===== config.mk =====
export PLATFORM = sky130hd
export DESIGN_NAME = sar_conv_responder
export DESIGN_NICKNAME = d
export VERILOG_FILES = /design/src/rtl/sar_conv_responder.sv
export SDC_FILE = /design/constraint.sdc
export NUM_CORES = 1
export LEC_CHECK = 0
export BUFFER_PORTS_ARGS = -buffer_cell sky130_fd_sc_hd__buf_2
export CORE_MARGIN = 1
export CORE_UTILIZATION = 30
export DETAILED_ROUTE_END_ITERATION = 12
export GPL_TIMING_DRIVEN = 0
export PLACE_DENSITY_LB_ADDON = 0.05
export SLEW_MARGIN = 0
export SYNTH_ARGS = -nofsm -noshare
export SYNTH_HDL_FRONTEND = slang
export SYNTH_SLANG_ARGS = --single-unit

===== constraint.sdc =====
create_clock -name clock -period 1.8 [get_ports clock]
set_input_delay 0.18 -clock clock [delete_from_list [all_inputs] [get_ports clock]]
set_output_delay 0.18 -clock clock [all_outputs]
set_load 0.05 [all_outputs]

===== src/rtl/sar_conv_responder.sv =====
// rtl/sar_conv_responder.sv - soc/eoc responder running an 8-bit successive-approximation search
// Optional build macro: CMP_SYNC_EN (2-flop comparator synchronizer, two extra settle edges per bit)

module sar_conv_responder #(
    parameter int WIDTH         = 8,
    parameter int SETTLE_CYCLES = 2
) (
    input  logic             clock,
    input  logic             reset_,
    input  logic             soc,
    output logic             eoc,
    output logic [WIDTH-1:0] x,
    output logic [WIDTH-1:0] dac,
    input  logic             cmp
);

    logic cmp_s;

`ifdef CMP_SYNC_EN
    // Trial code is held two extra edges so the synchronizer output reflects the current dac
    localparam int HOLD = SETTLE_CYCLES + 2;

    logic [1:0] cmp_sync;

    // Two-flop synchronizer for the asynchronous comparator output
    always_ff @(posedge clock or posedge reset_) begin
        if (reset_) begin
            cmp_sync <= 2'b00;
        end else begin
            cmp_sync <= {cmp_sync[0], cmp};
        end
    end

    assign cmp_s = cmp_sync[1];
`else
    localparam int HOLD = SETTLE_CYCLES;

    assign cmp_s = cmp;
`endif

    localparam int CW = $clog2(HOLD + 1);
    localparam int IW = (WIDTH > 1) ? $clog2(WIDTH) : 1;

    typedef enum logic [1:0] {
        S_IDLE,
        S_ACK,
        S_TRIAL,
        S_DECIDE
    } state_t;

    state_t           state, state_n;
    logic [CW-1:0]    cnt, cnt_n;
    logic [IW-1:0]    bit_idx, bit_n;
    logic             eoc_n;
    logic [WIDTH-1:0] x_n, dac_n;
    logic [WIDTH-1:0] mask;
    logic [WIDTH-1:0] kept;

    // One-hot mask of the bit under trial; the comparator decides whether it survives
    assign mask = WIDTH'(1) << bit_idx;
    assign kept = cmp_s ? dac : (dac & ~mask);

    // State and datapath registers; every output comes straight from a flop
    always_ff @(posedge clock or posedge reset_) begin
        if (reset_) begin
            state   <= S_IDLE;
            cnt     <= '0;
            bit_idx <= '0;
            eoc     <= 1'b1;
            x       <= '0;
            dac     <= '0;
        end else begin
            state   <= state_n;
            cnt     <= cnt_n;
            bit_idx <= bit_n;
            eoc     <= eoc_n;
            x       <= x_n;
            dac     <= dac_n;
        end
    end

    // Handshake sequencing and the per-bit settle/decide search
    always_comb begin
        state_n = state;
        cnt_n   = cnt;
        bit_n   = bit_idx;
        eoc_n   = eoc;
        x_n     = x;
        dac_n   = dac;
        case (state)
            S_IDLE: begin
                if (soc) begin
                    state_n = S_ACK;
                    eoc_n   = 1'b0;
                end
            end
            S_ACK: begin
                // Wait for the consumer to release soc before starting
                if (!soc) begin
                    state_n = S_TRIAL;
                    dac_n   = WIDTH'(1) << (WIDTH - 1);
                    bit_n   = IW'(WIDTH - 1);
                    cnt_n   = '0;
                end
            end
            S_TRIAL: begin
                if (cnt == CW'(HOLD - 1)) begin
                    state_n = S_DECIDE;
                    cnt_n   = '0;
                end else begin
                    cnt_n = cnt + 1'b1;
                end
            end
            S_DECIDE: begin
                if (bit_idx == '0) begin
                    state_n = S_IDLE;
                    x_n     = kept;
                    eoc_n   = 1'b1;
                    dac_n   = '0;
                end else begin
                    state_n = S_TRIAL;
                    dac_n   = kept | (mask >> 1);
                    bit_n   = bit_idx - 1'b1;
                    cnt_n   = '0;
                end
            end
            default: begin
                state_n = S_IDLE;
            end
        endcase
    end

endmodule


=== Word-level counts from Yosys, hierarchy flattened ===
Index checks and enable logic that the tools add are counted.

* Bits in registers: 24
* Input port bits: 4
* Output and inout port bits: 17

* Add/sub/neg operators: 2
* Eq/ne operators: 9
* Shift operators: 1
* Mux-type cells: 19
* Bitwise operators: 3
* Reduce and logical (&&, ||, !) cells: 11

{| class="wikitable"
|+ Operators with widths
! cell !! count
|-
| 2-to-1 mux 8 bit || 3
|-
| one-hot mux 8 bit (2 select lines) || 1
|-
| 2-to-1 mux 2 bit || 7
|-
| AND reduction 3 bit || 4
|-
| inequality test 2 bit, second input constant || 5
|-
| bitwise AND 8 bit || 1
|-
| NOT 8 bit || 1
|-
| bitwise OR 8 x 7 -> 8 bit || 1
|-
| one-hot mux 2 bit (4 select lines) || 1
|-
| left shift 1 x 3 -> 8 bit, first input constant || 1
|-
| 2-to-1 mux 3 bit || 2
|-
| one-hot mux 2 bit (3 select lines) || 1
|-
| one-hot mux 3 bit (2 select lines) || 1
|-
| equality test 2 x 1 -> 1 bit, second input constant || 2
|-
| equality test 2 bit, second input constant || 2
|-
| AND reduction 2 bit || 2
|-
| nonzero test 2 bit || 2
|-
| zero test 3 bit || 1
|-
| nonzero test 3 bit || 1
|-
| subtractor 3 x 1 -> 3 bit, second input constant || 1
|-
| adder 2 x 1 -> 2 bit, second input constant || 1
|-
| zero test 2 bit || 1
|-
| 2-to-1 mux 1 bit || 2
|-
| one-hot mux 1 bit (2 select lines) || 1
|}

=== Longest topological paths before layout ===
* Depth after elaboration: 7
* Gate-level depth with buffers: 6
* Gate-level depth less buffers: 5

=== Least setup slack after synthesis ===
OpenSTA, ideal clock, no wires.

* Path kind: reg-to-reg
* From: register bit_idx[0]
* To: register x[1]
* Data arrival time: 1.431 ns
* Setup slack: 0.244 ns
* Cell stages (with the launch flop): 6
* Path buffers: 1
* Clock period less this slack: 1.556 ns
* Cells stage by stage: dfrtp_1 -> inv_1 -> ha_1 -> and4b_1 -> buf_6 -> mux2_4

* Longest elaborated chain between the ends: 4

{| class="wikitable"
|+ Ends and longest elaborated chain
! what !! line !! text
|-
| start: declaration || 53 || <nowiki>logic [IW-1:0] bit_idx, bit_n;</nowiki>
|-
| start signal: assignment || 75 || <nowiki>bit_idx <= bit_n;</nowiki>
|-
| left shift 1 x 3 -> 8 bit || 60 || <nowiki>assign mask = WIDTH'(1) << bit_idx;</nowiki>
|-
| NOT 8 bit || 61 || <nowiki>assign kept = cmp_s ? dac : (dac & ~mask);</nowiki>
|-
| bitwise AND 8 bit || 61 ||
|-
| 2-to-1 mux 8 bit || 61 ||
|-
| end signal: assignment || 77 || <nowiki>x <= x_n;</nowiki>
|-
| end: declaration || 12 || <nowiki>output logic [WIDTH-1:0] x,</nowiki>
|}

Parallel ways exist; a longest one is shown, timed or not.
A chain may end at the register's enable or synchronous reset.

=== Worst setup path after layout ===
Ends and elaborated chain as after synthesis.

==> metrics.cfg <==
[status]
status = completed

[critical_path]
crit_type = reg -> reg
r2r_slack_ps = 150
reg2reg_from = bit_idx[0]
crit_buf_inv = 2
slowest_stage = dfrtp_1
crit_chain = inv_1 > ha_2 > and4b_1 > buf_6 > mux2_4
reg2reg_depth = 5
startpoint_type = register
slowest_delay_ps = 430
cp.required_ps = 1950
critPathArrivalTime_ps = 1800
path_max_fanout = 8
end_kind = register
reg2reg_to = x[1]
cp_top_family = flip-flops

[yosys]
avgSynthCellArea_sq_um = 10.8
syn_area_sq_um = 1260
ys_seq_area_share_pct = 47.6
ys_seq_elements = 24
yosys_warnings = 0
synthDistinctLibCells = 42
yosysTopAreaCell = dfrtp_1
ys_top_cells_by_area = dfrtp_1, ha_1, nand2_1
async_reset_ff_share_pct = 100
synth-edff-count = 0
yosysTopAreaCellShare_pct = 45.5
syn_inst = 117
syn_nets = 126
synthFlopType = dfrtp_1

[job]
drv_cap = 0

[finish]
nNetsFinal = 151
fillCellCount = 439
diodes = 0
drive_gt1_share_pct = 33.3
syn2layout_area_growth_pct = 16.6

[floorplanning]
fp.coreArea_sq_um = 4030
rows = 23
num_io_pins = 21
die_h_um = 66.9
fp.dieW_um = 66.9
die_area_sq_um = 4480
start_util_pct = 31.4

[global_route]
grt_pass1_wl_mm = 4.97
grt_pass1_vias = 1022
antenna_found_initial = 0
grt_usage_pct = 14.9
grt_start_max_net_pins = 25
grt_overflow = 0

[route]
drc = 0
highest_layer = met4
drt_iter0_drc = 42
route.vias.total = 967
drtAntennaViolNets = 0
viasPerCell = 5.06
m1WireLength_mm = 1.44
met3WireLength_um = 63
firstDrtPassIters = 4
postRouteWirelength_mm = 2.88
wl_met2_mm = 1.36
routedWlPerCell_um = 15.1

[timing]
relSlewSlack_pct = 38.0
period_share_pct = 91.7
fin_setup_tns_ps = 0
period_needed_ps = 1650
max_freq_ghz = 0.606
hold_viol = 0
tightest_slew_ps = 929
setup_viol = 0
rsz0062_at_grt = no
finalMaxSlewViolations = 0
skew_ps = 4.62

[clocking]
cts_tree = built
numCtsBuffers = 3
cts.htree.levels = 1
insertion_delay_ps = 260
cts_buffer_depth = 2
clock-sinks = 24
cts_setup_buffers = 0
cts-root-buf = clkbuf_8
path_clk_slew_ps = 90

[place]
place.gp.congestion = 0.764
portBuffers = 20
hpwl_mm = 2.09

[hold_path]
hold_path.class = in -> async

[kinds of logic after synthesis]
group | after synthesis | share of synthesized area [%]
and+or+nand+nor | 41 | 20.0
DFF | 24 | 47.6
buffers and inverters | 14 | 6.23
AOI/OAI and AO/OA | 31 | 18.9
muxes | 2 | 2.37
adders and majority gates | 5 | 4.95
[worst reg2reg max path, cell delays in order, from the launching register on]
cell and delay (ps):
dfrtp_1 430, inv_1 120, ha_2 310, and4b_1 230, buf_6 150, mux2_4 300
[stage by stage]
stage / hold slack (ps) / std cells / instance area (sq um) / util [%] / worst slack, ps
detailed placement: 452 / 187 / 1430 / 35.4 / 61.8
global placement: 438 / 187 / 1430 / 35.4 / 73.9
global route: 219 / 191 / 1480 / 36.6 / 60.1
finish: 107 / 191 / 1480 / 36.6 / 150
CTS: 168 / 191 / 1470 / 36.6 / 39.2
floorplan: 194 / 117 / 1260 / - / 244
[layout by cell type (no fill, tap or decap), types with 4 or more instances in the layout]
cell / netlist / layout
buf_2: 3 / 23
nand2_1: 13 / 13
inv_1: 7 / 7
dfrtp_1: 23 / 23
o21ai_1: 7 / 7
ha_1: 5 / 4
o21ai_0: 5 / 5
nor2_1: 5 / 5
[state kept, by name, indices dropped and copies added (netlist names)]
name and count:
dac 8, x 8, bit_idx 3, cnt 2, state 2, eoc 1
[Yosys cell counts, types with 2 or more instances]
cell type,number
nor4b_1,2
a221o_1,2
nand2_1,13
o221ai_2,2
nor2_2,2
ha_1,5
buf_6,2
o21ai_0,5
mux2_4,2
a22o_1,2
nor2_1,5
a21boi_0,3
buf_4,2
nand3_1,2
inv_1,7
nand3b_1,3
nand4_1,3
buf_2,3
o21ai_1,7
dfrtp_1,23
[area by class of cell]
| class | count | area [sq um] | area share [%] |
|---|---|---|---|
| multi-input cells | 79 | 587 | 39.8 |
| repair buffers | 20 | 100 | 6.79 |
| inverters | 7 | 26.3 | 1.78 |
| clock buffers | 4 | 45.0 | 3.05 |
| well taps | 50 | 62.6 | 4.24 |
| plain buffers | 7 | 52.6 | 3.56 |
| flip-flops and latches | 24 | 602 | 40.8 |
[repair_timing]
| item | CTS | global route |
|---|---|---|
| endpoints found under the setup margin | 0 | 2 |
| gates resized for setup | 0 | 1 |
| hold buffers | 0 | 0 |
| hold endpoints to repair | 0 | 0 |
[routing by layer]
| metal | track usage [%] | up-vias |
|---|---|---|
| met5 | 0 | - |
| met4 | 3.99 | 0 |
| met3 | 2.05 | 2 |
| met2 | 25.3 | 14 |
| met1 | 19.6 | 480 |
| li1 | - | 471 |
[how the worst max path moves through the flow]
stage	start	end	depth (start not counted)
after detailed placement	bit_idx[0]	x[2]	5
final	bit_idx[0]	x[1]	5
after global placement	bit_idx[0]	x[1]	5
after CTS	bit_idx[1]	x[1]	5
after floorplan	bit_idx[0]	x[1]	5
after global routing	bit_idx[0]	x[2]	5
Power is not shown: default switching activity piles up to over one toggle a cycle in this logic, so the estimate is an artifact.
